==> config.mk <==
export PLATFORM = sky130hd
export DESIGN_NAME = pipe_issue
export DESIGN_NICKNAME = d
export VERILOG_FILES = /design/src/rtl/pipe_issue.sv
export SDC_FILE = /design/constraint.sdc
export NUM_CORES = 1
export LEC_CHECK = 0
export BUFFER_PORTS_ARGS = -buffer_cell sky130_fd_sc_hd__buf_2
export CORE_UTILIZATION = 35
export CTS_BUF_LIST = sky130_fd_sc_hd__clkbuf_4 sky130_fd_sc_hd__clkbuf_8
export DETAILED_ROUTE_END_ITERATION = 8
export SYNTH_ARGS = -nofsm -noshare
export SYNTH_HDL_FRONTEND = slang
export SYNTH_SLANG_ARGS = --single-unit
==> constraint.sdc <==
create_clock -name clk -period 5.72 [get_ports clk]
set_clock_uncertainty 0.1 [all_clocks]
set_input_delay 1.144 -clock clk [delete_from_list [all_inputs] [get_ports clk]]
set_output_delay 1.144 -clock clk [all_outputs]
set_load 0.01 [all_outputs]
==> src/rtl/pipe_issue.sv <==
// In-order instruction issue stage: FIFO buffer, decode, optional RAW interlock.
// Define ISSUE_HAZARD_EN to build the destination scoreboard and stall logic.
module pipe_issue #(
  parameter int unsigned DEPTH    = 8,
  parameter int unsigned HAZ_DIST = 2
) (
  input  logic                     clk,
  input  logic                     rst,
  input  logic                     flush,
  input  logic [23:0]              in_instr,
  input  logic                     in_valid,
  output logic                     in_ready,
  output logic [3:0]               rs1,
  output logic [3:0]               rs2,
  output logic [3:0]               rd,
  output logic [3:0]               func,
  output logic [7:0]               addr,
  output logic                     out_valid,
  output logic                     illegal,
  output logic [$clog2(DEPTH):0]   fill,
  output logic [15:0]              issue_cnt
);

  localparam int unsigned AW = $clog2(DEPTH);
  localparam logic [AW:0] FULL_LVL = (AW+1)'(DEPTH);

  if (DEPTH < 2 || (DEPTH & (DEPTH - 1)) != 0 || HAZ_DIST < 1) begin : g_param_check
    $error("pipe_issue: DEPTH must be a power of two >= 2 and HAZ_DIST >= 1");
  end

  logic [23:0]   mem [DEPTH];
  logic [AW-1:0] wr_ptr_q, rd_ptr_q;
  logic [AW:0]   fill_q, fill_d;

  logic [23:0] head;
  logic [3:0]  head_func, head_rd, head_rs1, head_rs2;
  logic [7:0]  head_addr;
  logic        not_empty, head_illegal, hazard;
  logic        push, issue, drop, pop;

  assign head      = mem[rd_ptr_q];
  assign head_func = head[23:20];
  assign head_rd   = head[19:16];
  assign head_rs1  = head[15:12];
  assign head_rs2  = head[11:8];
  assign head_addr = head[7:0];

  assign not_empty    = (fill_q != '0);
  assign head_illegal = (head_func[3:2] == 2'b11);
  assign in_ready     = (fill_q != FULL_LVL);
  assign fill         = fill_q;

  // Flush wins over every other action in the same cycle.
  assign push  = in_valid && in_ready && !flush;
  assign issue = not_empty && !head_illegal && !hazard && !flush;
  assign drop  = not_empty && head_illegal && !flush;
  assign pop   = issue || drop;

  always_comb begin
    fill_d = fill_q;
    if (flush) begin
      fill_d = '0;
    end else begin
      unique case ({push, pop})
        2'b10:   fill_d = fill_q + 1'b1;
        2'b01:   fill_d = fill_q - 1'b1;
        default: fill_d = fill_q;
      endcase
    end
  end

  always_ff @(posedge clk) begin
    if (push) mem[wr_ptr_q] <= in_instr;
  end

  always_ff @(posedge clk or posedge rst) begin
    if (rst) begin
      wr_ptr_q  <= '0;
      rd_ptr_q  <= '0;
      fill_q    <= '0;
      out_valid <= 1'b0;
      illegal   <= 1'b0;
      issue_cnt <= '0;
      rs1       <= '0;
      rs2       <= '0;
      rd        <= '0;
      func      <= '0;
      addr      <= '0;
    end else begin
      fill_q    <= fill_d;
      out_valid <= issue;
      illegal   <= drop;
      if (flush) begin
        wr_ptr_q <= '0;
        rd_ptr_q <= '0;
      end else begin
        if (push) wr_ptr_q <= wr_ptr_q + 1'b1;
        if (pop)  rd_ptr_q <= rd_ptr_q + 1'b1;
      end
      if (issue) begin
        rs1       <= head_rs1;
        rs2       <= head_rs2;
        rd        <= head_rd;
        func      <= head_func;
        addr      <= head_addr;
        issue_cnt <= issue_cnt + 16'd1;
      end
    end
  end

`ifdef ISSUE_HAZARD_EN
  logic [HAZ_DIST-1:0]      sb_vld_q, sb_vld_d;
  logic [HAZ_DIST-1:0][3:0] sb_rd_q, sb_rd_d;
  logic                     use_rs1, use_rs2;

  always_comb begin
    use_rs1 = 1'b0;
    use_rs2 = 1'b0;
    case (head_func)
      4'd0, 4'd1, 4'd2, 4'd5, 4'd6, 4'd7: begin
        use_rs1 = 1'b1;
        use_rs2 = 1'b1;
      end
      4'd3, 4'd8, 4'd10, 4'd11: use_rs1 = 1'b1;
      4'd4, 4'd9:               use_rs2 = 1'b1;
      default: ;
    endcase
  end

  always_comb begin
    hazard = 1'b0;
    for (int i = 0; i < HAZ_DIST; i++) begin
      if (sb_vld_q[i] && ((use_rs1 && sb_rd_q[i] == head_rs1) ||
                          (use_rs2 && sb_rd_q[i] == head_rs2))) begin
        hazard = 1'b1;
      end
    end
  end

  // Slot 0 records this cycle's issue; older slots age toward retirement.
  always_comb begin
    sb_vld_d    = '0;
    sb_rd_d     = '0;
    sb_vld_d[0] = issue;
    sb_rd_d[0]  = issue ? head_rd : 4'd0;
    for (int i = 1; i < HAZ_DIST; i++) begin
      sb_vld_d[i] = sb_vld_q[i-1];
      sb_rd_d[i]  = sb_rd_q[i-1];
    end
  end

  always_ff @(posedge clk or posedge rst) begin
    if (rst) begin
      sb_vld_q <= '0;
      sb_rd_q  <= '0;
    end else if (flush) begin
      sb_vld_q <= '0;
      sb_rd_q  <= '0;
    end else begin
      sb_vld_q <= sb_vld_d;
      sb_rd_q  <= sb_rd_d;
    end
  end
`else
  assign hazard = 1'b0;
`endif

endmodule

After elaboration in Yosys (flattened, before gate mapping)

Memory sizes are Yosys's and may differ from the RTL's.
Index checks and enable logic that the tools add are counted.

Magnitude comparators: 0
Mux-type cells: 8
Multipliers: 0
Bitwise operators: 0
Reduce and logical (&&, ||, !) cells: 13
Equal/unequal tests: 4
Shift operators: 0
Add/sub/neg operators: 5
Divide/modulo/power cells: 0

Operators by type and width:

| kind                                                                   | count |
|---|---|
| 16-bit by 1-bit adder with 16-bit output (second input constant)       | 1 |
| 3-bit 2-to-1 mux                                                       | 4 |
| 4-bit one-hot mux with 2 select lines                                  | 1 |
| 3-bit by 1-bit adder with 3-bit output (second input constant)         | 2 |
| 1-bit logical AND                                                      | 6 |
| 4-bit by 1-bit adder with 4-bit output (second input constant)         | 1 |
| 2-bit equality test (second input constant)                            | 2 |
| 4-bit 2-to-1 mux                                                       | 1 |
| 4-bit != test (second input constant)                                  | 1 |
| 2-bit nonzero test                                                     | 2 |
| 4-bit nonzero test                                                     | 1 |
| 4-bit by 1-bit subtractor with 4-bit output (second input constant)    | 1 |
| 3-bit nonzero test                                                     | 1 |
| 2-bit by 1-bit equality test with 1-bit output (second input constant) | 1 |
| 1-bit zero test                                                        | 2 |
| 1-bit 2-to-1 mux                                                       | 2 |
| 1-bit logical OR                                                       | 1 |

Output and inout bits: 47
Flip-flop bits (word level): 52
Memories: 1
Memory bits (read-only): 0
Memory bits (writable): 192
Word-level logic and storage cells: 42
Latch bits: 0
Input port bits: 28

Memory list:

| memory | words | bits a word | rd ports | clocked after memory_dff | write ports | RTL line | source |
|---|---|---|---|---|---|---|---|
| mem    | 8     | 24          | 1        | 0                        | 1           | 31       | `logic [23:0] mem [DEPTH];` |

Depth between registers and ports, before layout

Gate-level depths: netlist of the first run.
An unclocked memory read counts as a cell.

Depth in word-level cells: 9
Mapped depth: 9
Depth with buffers taken out: 8

Worst setup path before layout of the first run

OpenSTA, ideal clock, no wires.

Path kind: in2reg
Start: input port in_valid
End: memory mem[4][0], enable pin
Library setup time: 474 ps
Stages: 4
Required time: 5,146 ps
Path buffers: 1
Path slack: 914 ps
Arrival time: 4,231 ps
Cell sequence: and2_1 -> clkbuf_1 -> nand2b_1 -> nor4b_1

Cells in the longest elaborated chain, start to end: 4

RTL lines:

| element                                | RTL line | source |
|---|---|---|
| from (decl)                            | 11       | `input logic in_valid,` |
| 1-bit logical AND (2 in series)        | 54       | `assign push = in_valid && in_ready && !flush;` |
| 1-bit 2-to-1 mux                       | 73       | `if (push) mem[wr_ptr_q] <= in_instr;` |
| 1-bit 2-to-1 mux (not written as such) | 73       |  |
| to (decl)                              | 31       |  |

No other way between the ends.

Worst setup path in the final report of the first run

Start: register rd_ptr_q[0]
End: register rs1[1]

Cells in the longest elaborated chain, start to end: 5

RTL lines:

| element                         | RTL line | source |
|---|---|---|
| from (decl)                     | 32       | `logic [AW-1:0] wr_ptr_q, rd_ptr_q;` |
| from (signal assigned)          | 98       | `if (pop) rd_ptr_q <= rd_ptr_q + 1'b1;` |
| memory read 8 x 24 bit (*)      | --       |  |
| 2-bit equality test             | 49       | `assign head_illegal = (head_func[3:2] == 2'b11);` |
| 1-bit zero test                 | 55       | `assign issue = not_empty && !head_illegal && !hazard && !flush;` |
| 1-bit logical AND (2 in series) | 55       |  |
| to (signal assigned)            | 101      | `rs1 <= head_rs1;` |
| to (decl)                       | 13       | `output logic [3:0] rs1,` |

Mark *: on every way between the ends. The rest lies on a longest branch, timed or not.
A chain may end at the register's enable or synchronous reset.

==> results.cfg, run 1 <==
[setup_path]
reg2reg_to = rs1[1]$_DFFE_PP0P_
path_max_fanout = 50
crit_path_start = rd_ptr_q[0]$_DFFE_PP0P_
rr_worst_depth = 5
crit_path_start_kind = flip-flop
crit_path_end_kind = flip-flop
reg2reg_from = rd_ptr_q[0]$_DFFE_PP0P_
worstSetupPathType = flip-flop to flip-flop
required_ns = 6.01
rrSetupSlack_ns = 2.24
crit_arrival_ns = 3.77

[logic_synthesis]
ys.flop_type = edfxtp_1
synthArstFlopShare = 0.213
post_synth_num_cell_types = 39
synth_xor_xnor_area_share = 0.0190
synthSimpleGateAreaFrac = 0.0302
synth_top_area_share = 0.597
synth_mux_area_frac = 0.175
yosys_warnings = 0
ys_ff_latch = 244
synth_edf_count = 192
ys_seq_area_frac = 0.732
syn-num-nets = 513
syn_inst = 479
synth_area_um2 = 9660
post_synth.cell_area_avg_um2 = 20.2
yosys-top-cells-area = edfxtp_1 60%, dfrtp_1 13%, mux4_2 11%
synthAdderAreaFrac = 0.00855
synth_compound_area_frac = 0.0211
synth_top_family_by_area = multiplexers
yosysTopAreaCell = edfxtp_1

[global_route]
grt_usage = 0.135
grt_overflow_total = 0
grt_pass1_wl_um = 28700
antenna_found_initial = 2
grt_max_degree = 53
grt_pass1_vias = 5053

[timing]
totalNegativeSetupSlack_ns = 0
grt_setup_unrepaired = false
final_hold_viol_count = 0
slew_headroom = 0.321
min_period_over_period = 0.608
drv_slew = 0
tightest_slew_ns = 1.02
finalSetupViolCount = 0
max_freq_mhz = 288
fin_crit_ns = 3.48

[worst_hold_path]
min_to = issue_cnt[15]$_DFFE_PP0P_
worstHoldPathType = flip-flop to flip-flop
hp-start = issue_cnt[15]$_DFFE_PP0P_
min_path_cells = 1

[clocking]
cts_buffers = 41
cts-root-buf = clkbuf_8
clock_latency_ns = 0.53
clk_pin_slew_ns = 0.06
postCtsHoldBufs = 0
cts.path.max_buffers = 3
tritoncts = done
htree_levels = 2
post_cts_resized = 0
cts_setup_buffers = 0
cts_sinks = 244

[status]
status = finished, final reports clean

[detailed_routing]
ant_nets = 0
wl_um = 18500
wl_per_cell_um = 19.2
firstDrtPassIters = 4
vias = 4795
via_per_inst = 4.99
first_iter_violations = 321
drcViolationCount = 0

[floorplan]
io_pins = 75
start_util = 0.357
row_count = 60
dieArea_um2 = 28300
die_width_um = 168
die_y_um = 168
coreArea_um2 = 27000

[layout]
mostFrequentLayoutCells = 192 x edfxtp_1, 74 x buf_2, 50 x dfrtp_1
drive_gt1_frac = 0.421
multiInputGateArea_um2 = 2490
final_common_cell = edfxtp_1
area_growth_pct = 16.6
final_area_um2 = 11300
nets = 621
fill_cells = 2387
seqCellArea_um2 = 7070

[placed_design]
numPortBuffers = 74
hpwlAfterDp_um = 10100
gp_congestion = 0.787
dpl_cell_area_um2 = 10500

[power]
ir_drop_mv = 0.179
powerDensity_nw_per_um2 = 441
p_leak_nw = 3.96

[run]
max_cap_violations = 0
## state kept, by name, summed over array words and instances, names as in the netlist
signal / flops
addr: 8
fill: 4
func: 4
illegal: 1
issue_cnt: 16
mem: 192
out_valid: 1
rd: 4
rd_ptr_q: 3
rs1: 4
rs2: 4
wr_ptr_q: 3
## through the flow
stage | utilization | instances | hold slack, ns | power [W] | worst slack (ns)
detailed placement | 0.388 | 885 | 0.368 | 0.00357 | 2.23
floorplan | - | 479 | 0.408 | 0.00321 | 0.914
global route | 0.417 | 959 | 0.398 | 0.00523 | 2.00
finish | 0.417 | 961 | 0.373 | 0.00497 | 2.24
CTS | 0.417 | 959 | 0.376 | 0.00504 | 2.19
global placement | 0.388 | 885 | 0.362 | 0.00353 | 2.25
## logic make-up (layout without fill, tap and decap cells)
group,count (synthesis),after routing
other,0,2
AND/OR/NAND/NOR,56,56
flip-flops,244,244
XOR/XNOR,21,21
multiplexers,95,95
AO/OA/AOI/OAI,30,30
buffers and inverters,27,166
adder cells (fa/ha/maj),6,6
## how the worst max path moves through the flow
stage / to
2_1_floorplan: mem[4][0]$_DFFE_PP_
3_3_place_gp: rs1[3]$_DFFE_PP0P_
3_5_place_dp: addr[1]$_DFFE_PP0P_
4_1_cts: rs1[1]$_DFFE_PP0P_
5_1_grt: rs1[1]$_DFFE_PP0P_
6_report: rs1[1]$_DFFE_PP0P_
## where the power goes
part / leakage (nW) / internal, W / switching (W) / total, W
Combinational: 1.16 / 0.000656 / 0.000558 / 0.00121
Clock: 0.413 / 0.000790 / 0.000666 / 0.00146
Sequential: 2.39 / 0.00210 / 0.000201 / 0.00230
## metal layers
layer / GRT usage / routed length, um / share of wire / up-vias
met2: 0.235 / 9410 / 0.51 / 130
met5: 0 / 0 / 0 / -
li1: - / - / - / 2151
met3: 0.0294 / 851 / 0.046 / 32
met4: 0.0466 / 393 / 0.021 / 0
met1: 0.165 / 7820 / 0.42 / 2482
## synthesized netlist by cell type, drive strengths merged, types with 2 or more instances
| cell | n |
|---|---|
| nor3 | 3 |
| mux2 | 45 |
| mux2i | 2 |
| o2111ai | 5 |
| edfxtp | 192 |
| nand2 | 12 |
| and3 | 2 |
| nand4 | 2 |
| inv | 4 |
| a21oi | 10 |
| mux4 | 48 |
| xnor2 | 19 |
| buf | 12 |
| o211ai | 6 |
| nor4b | 5 |
| xor2 | 2 |
| dfrtp | 52 |
| clkbuf | 11 |
| o21ai | 6 |
| nand3 | 3 |
| ha | 5 |
| nor2 | 17 |
| nor4 | 5 |
## layout make-up
class,instances,area share
multi-input cells,208,0.221
repair buffers,88,0.0422
well taps,341,0.0379
inverters,4,0.00133
clock inverters,16,0.00755
clock buffers,58,0.0620
diodes,2,0.000444
flip-flops and latches,244,0.628
## worst max-delay path: stages (launching register included)
cell     delay [ns]
dfrtp_4        1.09
mux4_2         0.62
mux2i_2        0.74
o21ai_4        0.10
buf_4          0.31
mux2_4         0.35
(Power assumes the default switching activity.)
==> run 2: changes to the inputs <==
Clock period 5.72 ns to 3.2 ns, I/O delays scaled along.
==> run 2 against run 1 <==
Net effect:
- sequential power is 76% higher
- largest cell class unchanged
- flip-flop and latch count stayed put
- count of clock-buffer cells in the layout stayed put
==> results.cfg, run 2 (synthesized netlist as in run 1, its figures left out) <==
[floorplan]
row_count = 60
io_pins = 75
die_width_um = 168
coreArea_um2 = 27000
start_util = 0.357
die_y_um = 168
dieArea_um2 = 28300

[setup_path]
worstSetupPathType = flip-flop to flip-flop
crit_arrival_ns = 3.34
crit_path_start_kind = flip-flop
required_ns = 3.47
path_max_fanout = 8
crit_path_end_kind = flip-flop

[layout]
final_common_cell = edfxtp_1
multiInputGateArea_um2 = 2530
largest_reg_flops = 192
reg_top3 = mem x192, issue_cnt x16, addr x8
drive_gt1_frac = 0.438
mostFrequentLayoutCells = 192 x edfxtp_1, 74 x buf_2, 50 x dfrtp_1
final_util = 0.423
nets = 628
fin_cells = 968
area_growth_pct = 18.3
regMostFlops = mem
seqCellArea_um2 = 7070
final_area_um2 = 11400
fill_cells = 2393

[timing]
final_hold_viol_count = 0
finalSetupViolCount = 0
totalNegativeSetupSlack_ns = 0
drv_slew = 0
slew_headroom = 0.340
max_freq_mhz = 326
fin_crit_ns = 3.07
grt_setup_unrepaired = false
min_period_over_period = 0.959
tightest_slew_ns = 0.986

[detailed_routing]
drcViolationCount = 0
wl_per_cell_um = 20.3
wl_met1_um = 8220
firstDrtPassIters = 4
vias = 4934
first_iter_violations = 395
dr_wl_met3_um = 1060
wl_met2_um = 9940
ant_nets = 0
via_per_inst = 5.10
top_layer_used = met5
wl_um = 19700

[power]
ir_drop_mv = 0.267
powerDensity_nw_per_um2 = 808
p_int_w = 0.00658
p_leak_nw = 4.04
seq_power_share = 0.439
p_clk_frac = 0.306
switching_share = 0.287
p_sw_w = 0.00265
comb_power_share = 0.255
total_power_w = 0.00923

[global_route]
grt_max_degree = 38
grt_overflow_total = 0
grt_pass1_wl_um = 30800
grt_pass1_vias = 5351
grt_usage = 0.145
antenna_found_initial = 4

[placed_design]
hpwlAfterDp_um = 11500
dpl_cell_area_um2 = 10600
dp.cells = 892
numPortBuffers = 74
gp_congestion = 0.758

[clocking]
postCtsHoldBufs = 0
htree_levels = 2
cts-root-buf = clkbuf_8
cts_buffers = 41
clock_latency_ns = 0.53
tritoncts = done
cts.path.max_buffers = 3
cts_sinks = 244
clk_pin_slew_ns = 0.06

[run]
max_cap_violations = 0

[worst_hold_path]
worstHoldPathType = input pin to async pin

[status]
status = finished, final reports clean
## run 2: cell types whose count changed in the layout (fill, tap and decap cells not counted), sizes merged
| cell | before | now |
|---|---|---|
| buf | 88 | 95 |
| bufinv | 0 | 2 |
| clkinv | 14 | 12 |
| clkinvlp | 2 | 1 |
| diode | 2 | 1 |
| inv | 4 | 6 |
## run 2: power groups by stage
| stage | Combinational, W | Clock, W | Sequential [W] |
|---|---|---|---|
| 2_1_floorplan | 0.00166 | 0 | 0.00409 |
| 5_1_grt | 0.00257 | 0.00304 | 0.00410 |
| 4_1_cts | 0.00239 | 0.00291 | 0.00406 |
| 6_report | 0.00235 | 0.00282 | 0.00405 |
| 3_5_place_dp | 0.00238 | 0 | 0.00411 |
| 3_3_place_gp | 0.00232 | 0 | 0.00409 |
## run 2: repair_timing
item                                    4_1_cts  5_1_grt
endpoints found under the setup margin        1        0
buffers inserted                              0        0
gates resized for setup                       1        0
## run 2: worst paths after layout
check / from / to / slack [ns] / cells past startpoint
setup / recovery: fill[0]$_DFFE_PP0P_ / fill[3]$_DFFE_PP0P_ / 0.13 / 8
hold reg to reg: issue_cnt[15]$_DFFE_PP0P_ / issue_cnt[15]$_DFFE_PP0P_ / 0.40 / 1
max in group asynchronous: rst / rd_ptr_q[0]$_DFFE_PP0P_ / 2.02 / 3
hold / removal: rst / func[0]$_DFFE_PP0P_ / 0.19 / 2
min in group clk: in_instr[17] / mem[4][17]$_DFFE_PP_ / 0.27 / 1
setup reg to reg: fill[0]$_DFFE_PP0P_ / fill[3]$_DFFE_PP0P_ / 0.13 / 8
## run 2: stage by stage
step                worst slack [ns]  hold slack (ns)
CTS                            0.142            0.208
floorplan                    -0.0192            0.408
finish                         0.132            0.195
global route                 0.00730            0.258
global placement               0.341            0.367
detailed placement           -0.0130            0.382
## run 2: layer usage
metal  vias to the layer above  track usage
li1                       2169            -
met1                      2569        0.178
met2                       148        0.250
met3                        44       0.0317
met4                         4       0.0538
met5                         -            0
## run 2: critical path: stages (launching register included)
cell and delay (ns):
dfrtp_1 0.47, or4b_1 0.61, and2_1 0.29, nor3_2 0.26
ha_1 0.29, a21o_1 0.18, a21oi_1 0.18, nor3_1 0.07
a2111oi_0 0.46
## run 2: layout make-up
class                      count  area share
inverter                       4     0.00131
antenna                        1    0.000219
clock buffer                  58      0.0622
sequential                   244       0.619
clock inverter                17      0.0125
multi-input combinational    208       0.221
tap                          341      0.0373
timing repair buffer          95      0.0462
